`src/rtl/eth_pkg.sv`:
```
// Shared Ethernet framing constants, framer state encoding and output beat type.
package eth_pkg;

  localparam int unsigned ETH_HDR_BYTES   = 14;
  localparam int unsigned ETH_FCS_BYTES   = 4;
  localparam int unsigned ETH_MIN_PAYLOAD = 46;
  localparam int unsigned PAY_CNT_W       = 11;
  localparam int unsigned IDX_W           = 4;
  localparam int unsigned HDR_W           = 8 * ETH_HDR_BYTES;

  localparam logic [31:0] CRC32_POLY_REFL = 32'hEDB8_8320;
  localparam logic [31:0] CRC32_INIT      = 32'hFFFF_FFFF;
  localparam logic [15:0] ETHERTYPE_IPV4  = 16'h0800;
  localparam logic [47:0] MAC_BCAST       = 48'hFFFF_FFFF_FFFF;
  localparam logic [47:0] MAC_SRC_DEFAULT = 48'h02_00_00_00_00_01;

  typedef enum logic [2:0] {
    ST_IDLE,
    ST_HDR,
    ST_PAYLOAD,
    ST_PAD,
    ST_FCS
  } eth_tx_state_e;

  typedef struct packed {
    logic [7:0] data;
    logic       last;
  } eth_beat_t;

  // Header byte idx counted from the first byte on the wire.
  function automatic logic [7:0] hdr_byte(input logic [HDR_W-1:0] hdr, input logic [IDX_W-1:0] idx);
    logic [HDR_W-1:0] sh;
    sh = hdr << {idx, 3'b000};
    return sh[HDR_W-1 -: 8];
  endfunction

endpackage

```
`src/rtl/eth_crc32_byte.sv`:
```
// Combinational one-byte step of the reflected CRC-32 (LSB of data first).
module eth_crc32_byte
  import eth_pkg::*;
(
  input  logic [31:0] crc_in,
  input  logic [7:0]  data,
  output logic [31:0] crc_out
);

  always_comb begin
    logic [31:0] c;
    c = crc_in;
    for (int i = 0; i < 8; i++) begin
      if (c[0] ^ data[i]) c = (c >> 1) ^ CRC32_POLY_REFL;
      else                c = c >> 1;
    end
    crc_out = c;
  end

endmodule

```
`src/rtl/eth_tx_framer.sv`:
```
// Ethernet II transmit framer: header insertion, payload pass-through,
// zero padding to the minimum payload and CRC-32 FCS append.
module eth_tx_framer
  import eth_pkg::*;
#(
  parameter logic [47:0] DST_MAC     = MAC_BCAST,
  parameter logic [47:0] SRC_MAC     = MAC_SRC_DEFAULT,
  parameter logic [15:0] ETHERTYPE   = ETHERTYPE_IPV4,
  parameter int unsigned MIN_PAYLOAD = ETH_MIN_PAYLOAD
) (
  input  logic       clk,
  input  logic       rst_n,
  input  logic [7:0] s_axis_tdata,
  input  logic       s_axis_tvalid,
  output logic       s_axis_tready,
  input  logic       s_axis_tlast,
  output logic [7:0] m_axis_tdata,
  output logic       m_axis_tvalid,
  input  logic       m_axis_tready,
  output logic       m_axis_tlast,
  output logic       busy
);

  localparam logic [HDR_W-1:0]     HDR      = {DST_MAC, SRC_MAC, ETHERTYPE};
  localparam logic [PAY_CNT_W-1:0] PAY_MAX  = '1;
  localparam logic [PAY_CNT_W-1:0] MIN_CNT  = PAY_CNT_W'(MIN_PAYLOAD);
  localparam logic [IDX_W-1:0]     HDR_LAST = IDX_W'(ETH_HDR_BYTES - 1);
  localparam logic [IDX_W-1:0]     FCS_LAST = IDX_W'(ETH_FCS_BYTES - 1);
  localparam logic [IDX_W-1:0]     FCS_DONE = IDX_W'(ETH_FCS_BYTES);

  eth_tx_state_e        state_q, state_d;
  logic [IDX_W-1:0]     idx_q, idx_d;
  logic [PAY_CNT_W-1:0] pay_cnt_q, pay_cnt_d;
  logic [31:0]          crc_q, crc_d;
  eth_beat_t            beat_q, beat_d;
  logic                 valid_q, valid_d;
  logic                 busy_q, busy_d;

  logic                 load_c;
  logic [7:0]           byte_c;
  logic [31:0]          crc_base_c;
  logic [31:0]          crc_next_c;
  logic [31:0]          fcs_c;
  logic [7:0]           fcs_byte_c;
  logic [PAY_CNT_W-1:0] pay_cnt_inc_c;

  assign load_c        = !valid_q || m_axis_tready;
  assign s_axis_tready = (state_q == ST_PAYLOAD) && load_c;

  assign m_axis_tdata  = beat_q.data;
  assign m_axis_tlast  = beat_q.last;
  assign m_axis_tvalid = valid_q;
  assign busy          = busy_q;

  assign pay_cnt_inc_c = (pay_cnt_q == PAY_MAX) ? pay_cnt_q : pay_cnt_q + 1'b1;
  assign fcs_c         = ~crc_q;
  assign fcs_byte_c    = fcs_c[{idx_q[1:0], 3'b000} +: 8];
  assign crc_base_c    = (state_q == ST_IDLE) ? CRC32_INIT : crc_q;

  // Byte that would be loaded into the output register this cycle.
  always_comb begin
    byte_c = 8'h00;
    case (state_q)
      ST_IDLE:    byte_c = hdr_byte(HDR, IDX_W'(0));
      ST_HDR:     byte_c = hdr_byte(HDR, idx_q);
      ST_PAYLOAD: byte_c = s_axis_tdata;
      default:    byte_c = 8'h00;
    endcase
  end

  eth_crc32_byte u_crc (
    .crc_in  (crc_base_c),
    .data    (byte_c),
    .crc_out (crc_next_c)
  );

  always_comb begin
    state_d   = state_q;
    idx_d     = idx_q;
    pay_cnt_d = pay_cnt_q;
    crc_d     = crc_q;
    beat_d    = beat_q;
    valid_d   = valid_q;
    busy_d    = busy_q;

    if (load_c) begin
      case (state_q)
        ST_IDLE: begin
          crc_d       = CRC32_INIT;
          valid_d     = 1'b0;
          beat_d.last = 1'b0;
          idx_d       = '0;
          pay_cnt_d   = '0;
          if (s_axis_tvalid) begin
            state_d = ST_HDR;
            beat_d  = '{data: byte_c, last: 1'b0};
            valid_d = 1'b1;
            crc_d   = crc_next_c;
            idx_d   = IDX_W'(1);
            busy_d  = 1'b1;
          end
        end
        ST_HDR: begin
          beat_d  = '{data: byte_c, last: 1'b0};
          valid_d = 1'b1;
          crc_d   = crc_next_c;
          if (idx_q == HDR_LAST) begin
            state_d = ST_PAYLOAD;
            idx_d   = '0;
          end else begin
            idx_d   = idx_q + 1'b1;
          end
        end
        ST_PAYLOAD: begin
          // An upstream bubble empties the output register instead of stalling it.
          if (s_axis_tvalid) begin
            beat_d    = '{data: byte_c, last: 1'b0};
            valid_d   = 1'b1;
            crc_d     = crc_next_c;
            pay_cnt_d = pay_cnt_inc_c;
            if (s_axis_tlast) state_d = (pay_cnt_inc_c < MIN_CNT) ? ST_PAD : ST_FCS;
          end else begin
            valid_d   = 1'b0;
          end
        end
        ST_PAD: begin
          beat_d    = '{data: 8'h00, last: 1'b0};
          valid_d   = 1'b1;
          crc_d     = crc_next_c;
          pay_cnt_d = pay_cnt_inc_c;
          if (pay_cnt_inc_c >= MIN_CNT) state_d = ST_FCS;
        end
        ST_FCS: begin
          if (idx_q == FCS_DONE) begin
            state_d     = ST_IDLE;
            valid_d     = 1'b0;
            beat_d.last = 1'b0;
            idx_d       = '0;
            busy_d      = 1'b0;
          end else begin
            beat_d  = '{data: fcs_byte_c, last: (idx_q == FCS_LAST)};
            valid_d = 1'b1;
            idx_d   = idx_q + 1'b1;
          end
        end
        default: state_d = ST_IDLE;
      endcase
    end
  end

  always_ff @(posedge clk or negedge rst_n) begin
    if (!rst_n) begin
      state_q   <= ST_IDLE;
      idx_q     <= '0;
      pay_cnt_q <= '0;
      crc_q     <= CRC32_INIT;
      beat_q    <= '0;
      valid_q   <= 1'b0;
      busy_q    <= 1'b0;
    end else begin
      state_q   <= state_d;
      idx_q     <= idx_d;
      pay_cnt_q <= pay_cnt_d;
      crc_q     <= crc_d;
      beat_q    <= beat_d;
      valid_q   <= valid_d;
      busy_q    <= busy_d;
    end
  end

endmodule

```
`config.mk`:
```
export PLATFORM = sky130hd
export DESIGN_NAME = eth_tx_framer
export DESIGN_NICKNAME = d
export VERILOG_FILES = /design/src/rtl/eth_pkg.sv /design/src/rtl/eth_crc32_byte.sv /design/src/rtl/eth_tx_framer.sv
export SDC_FILE = /design/constraint.sdc
export NUM_CORES = 1
export LEC_CHECK = 0
export CAP_MARGIN = 20
export CELL_PAD_IN_SITES_DETAIL_PLACEMENT = 0
export CELL_PAD_IN_SITES_GLOBAL_PLACEMENT = 1
export CORE_ASPECT_RATIO = 0.6
export CORE_MARGIN = 5
export CORE_UTILIZATION = 40
export CTS_BUF_LIST = sky130_fd_sc_hd__clkbuf_2 sky130_fd_sc_hd__clkbuf_4 sky130_fd_sc_hd__clkbuf_8
export DETAILED_ROUTE_END_ITERATION = 8
export PLACE_DENSITY = 0.77
export SLEW_MARGIN = 10
export SYNTH_ARGS = -nofsm -noshare
export SYNTH_HDL_FRONTEND = slang
export SYNTH_SLANG_ARGS = --single-unit
export TNS_END_PERCENT = 1
```
`constraint.sdc`:
```
create_clock -name clk -period 7.2 [get_ports clk]
set_clock_uncertainty 0.15 [all_clocks]
set_input_delay 0.72 -clock clk [delete_from_list [all_inputs] [get_ports clk]]
set_output_delay 0.72 -clock clk [all_outputs]
set_load 0.03 [all_outputs]
```
==> results.txt <==
Share of flip-flops with an asynchronous set or reset after synthesis: 100%
Delay of the slowest cell on the worst path: 0.95 ns
Ports: 25
Worst Path Max Fanout: 26
Worst Hold Class: reg2reg
Critical path buffer and inverter count: 0
Full die area: 13500 um2
Clock latency on the worst-skew pair: 0.36 ns
Post-cts repair resize count: 0
Setup repair after global routing missed its margin: false
Initial antenna violation count: 0
Kind of capture point of the worst setup path: flip-flop
Number of filler instances in the final layout: 1042
Max-cap check violation count: 0
Critical path class: reg2reg
TritonCTS clock tree: yes
Maximum number of pins on one net before global-route repair: 62
Global route overflow: 0
Worst path slowest cell: sky130_fd_sc_hd__dfrtp_1
Required time of the worst setup path: 7.34 ns
TNS Setup: 0 ns
Area growth syn-to-layout: 11.3%
Antenna Violating Nets Remaining: 0
End-of-flow core utilization: 46.5%
Avg Vias per Cell: 5.78
Post-cts hold buffer count: 0
Global-route wire length before repair: 20200 um
TritonRoute pass-1 iters: 5
Initial detailed-routing violation count: 303
Maximum buffer depth of the clock tree: 2
Post-CTS setup buffer count: 0
IR Drop Worst-Case VDD: 0.000237 V
Final HPWL from detailed placement: 8730 um
CTS Root Buffer Type: sky130_fd_sc_hd__clkbuf_8
Number of synthesized flops with an enable pin: 0
Share of the synthesized area in the top cell type: 18.8%
Total vias in the final route: 3799
TritonCTS buffer count: 9
Detailed-route DRC error count: 0
Die height: 92.0 um
Cell taking the most area after synthesis: sky130_fd_sc_hd__dfstp_2
Net count after synthesis: 521
Depth of the critical timing path with buffers and inverters included: 7
Count of buffers inserted at the top-level ports: 24
Relative max-transition margin: 38.7%
Min cycle time layout: 3.46 ns
Main synth FF type: sky130_fd_sc_hd__dfstp_2
Leak: 1.96 nW
Most used standard cells in the synthesized netlist: 86 x sky130_fd_sc_hd__nor2_1, 50 x sky130_fd_sc_hd__a21oi_1, 39 x sky130_fd_sc_hd__nand2_1
Arrival @ worst endpoint: 3.61 ns
Overall routed net length: 12400 um
Number of diodes: 0
Clock-pin slew on the worst setup and hold paths: 0.07 ns
Cells along the critical path: nor2b_1 -> a22o_1 -> a22o_1 -> xor2_1 -> xnor2_1 -> xnor2_1 -> a21oi_1
Routed WL per cell: 18.9 um
Cell Pwr Density: 429 nW/um2
Initial Utilization: 41.7%
Share of post-route cells with drive strength above 1: 16.4%
Synthesized area: 4480 um2
Worst hold path stage count: 2
Synthesized instance count: 502
Deepest level of the CTS H-tree: 3
Endpoints failing hold: 0
Final setup violation count: 0
Synth top area cells: sky130_fd_sc_hd__dfstp_2 19%, sky130_fd_sc_hd__dfrtp_1 16%, sky130_fd_sc_hd__nor2_1 7.2%
Cell with the most instances after synthesis: sky130_fd_sc_hd__nor2_1
Max-slew violation count: 0
Tcrit/Tclk final: 48.1%
R2r worst-path depth: 7
Top Family by Delay on Critical Path: XOR/XNOR gates
Number of placement rows: 29
Count of state elements after synthesis: 61
Die Width: 147 um
Placer congestion estimate: 0.895
Layout Nets: 532
TritonCTS Sinks: 61
Upper clock frequency limit: 289 MHz
Global routing usage summed across all routing layers: 18.9%
Mapped Avg Cell Area: 8.93 um2
Worst Max-Slew Pin Slew: 0.920 ns
Netlist cell types: 63
Outcome: finished, final reports clean
Sequential share of the synthesized area: 34.9%
Floorplan core area: 10700 um2
Yosys synthesis warning count: 0
Worst setup SP type: flip-flop
Number of global-route vias before repair: 3528
flip-flops by register name (all words and copies together), names as in the netlist:
register	flops
crc_q	32
pay_cnt_q	11
m_axis_tdata	8
idx_q	4
state_q	3
busy	1
m_axis_tlast	1
m_axis_tvalid	1
cell families (layout without fill, tap and decap cells):
group	after synthesis	in the layout	share of synthesized area, %
compound gates	140	140	21.0
fa+ha+maj	6	6	1.67
buf+inv	41	57	4.52
mux	12	12	4.97
xor+xnor	70	70	15.7
simple gates	172	172	17.2
flops	61	61	34.9
per-stage QoR:
| step | std cells | setup WS (ns) | area (um2) | power [mW] | hold WS, ns |
|---|---|---|---|---|---|
| floorplan | 502 | 4.49 | 4480 | 1.56 | 0.274 |
| global placement | 641 | 3.79 | 4780 | 1.80 | 0.314 |
| detailed placement | 641 | 3.74 | 4780 | 1.80 | 0.328 |
| CTS | 657 | 3.76 | 4990 | 2.14 | 0.345 |
| global route | 657 | 3.54 | 4990 | 2.28 | 0.376 |
| finish | 657 | 3.74 | 4990 | 2.14 | 0.334 |
final timing paths:
path                                      start         endpoint  slack (ns)
worst max-delay path                 state_q[1]        crc_q[17]        3.74
min in group asynchronous                 rst_n         idx_q[2]        0.40
worst max register to register       state_q[1]        crc_q[17]        3.74
max in group asynchronous                 rst_n    pay_cnt_q[10]        6.00
worst min register to register  m_axis_tdata[4]  m_axis_tdata[4]        0.33
worst min-delay path            m_axis_tdata[4]  m_axis_tdata[4]        0.33
layout by cell type, fill, tap and decap left out, types with 3 or more instances in the layout:
| cell type | count |
|---|---|
| sky130_fd_sc_hd__nand3b_1 | 3 |
| sky130_fd_sc_hd__clkbuf_8 | 11 |
| sky130_fd_sc_hd__nand4_1 | 3 |
| sky130_fd_sc_hd__inv_1 | 8 |
| sky130_fd_sc_hd__a31oi_1 | 6 |
| sky130_fd_sc_hd__o22ai_1 | 3 |
| sky130_fd_sc_hd__clkdlybuf4s50_1 | 23 |
| sky130_fd_sc_hd__nor2_1 | 86 |
| sky130_fd_sc_hd__dfrtp_1 | 29 |
| sky130_fd_sc_hd__mux4_2 | 8 |
| sky130_fd_sc_hd__a21boi_0 | 4 |
| sky130_fd_sc_hd__xnor2_2 | 3 |
| sky130_fd_sc_hd__dfstp_2 | 32 |
| sky130_fd_sc_hd__o21ai_0 | 26 |
| sky130_fd_sc_hd__a21oi_1 | 50 |
| sky130_fd_sc_hd__ha_1 | 6 |
| sky130_fd_sc_hd__buf_4 | 7 |
| sky130_fd_sc_hd__o31ai_1 | 4 |
| sky130_fd_sc_hd__xnor2_1 | 35 |
| sky130_fd_sc_hd__nor3_1 | 3 |
| sky130_fd_sc_hd__nor2b_1 | 5 |
| sky130_fd_sc_hd__nand2_1 | 39 |
| sky130_fd_sc_hd__xor2_1 | 27 |
| sky130_fd_sc_hd__o22a_1 | 7 |
| sky130_fd_sc_hd__a22o_1 | 11 |
| sky130_fd_sc_hd__a221o_1 | 6 |
| sky130_fd_sc_hd__nand2b_1 | 11 |
| sky130_fd_sc_hd__nand3_1 | 10 |
tightest hold or removal path, cell delays in order (launching register included):
cell                      delay [ns]
sky130_fd_sc_hd__dfrtp_1        0.35
sky130_fd_sc_hd__nand2_1        0.05
sky130_fd_sc_hd__o21ai_0        0.06
area by class of cell:
| type | instances | area [um2] | area share [%] |
|---|---|---|---|
| Inverter | 10 | 37.5 | 0.752 |
| Sequential cell | 61 | 1570 | 31.4 |
| Clock buffer | 12 | 159 | 3.18 |
| Timing Repair Buffer | 31 | 288 | 5.77 |
| Clock inverter | 4 | 47.5 | 0.953 |
| Multi-Input combinational cell | 400 | 2720 | 54.5 |
| Tap cell | 139 | 174 | 3.48 |
metal layers:
metal  track usage [%]  vias to the layer above  wire length (um)
met2              23.6                      157              4630
met4              3.52                        0                94
li1                  -                     1778                 -
met1              31.2                     1851              6560
met3              5.71                       13              1100
met5                 0                        -                 0
power breakdown:
part / switching [mW] / internal (mW) / total [mW]
combinational: 0.615 / 0.574 / 1.19
sequential: 0.106 / 0.521 / 0.627
clock: 0.146 / 0.181 / 0.327
total: 0.866 / 1.28 / 2.14
Note: power is estimated with default switching activity, not from simulation.
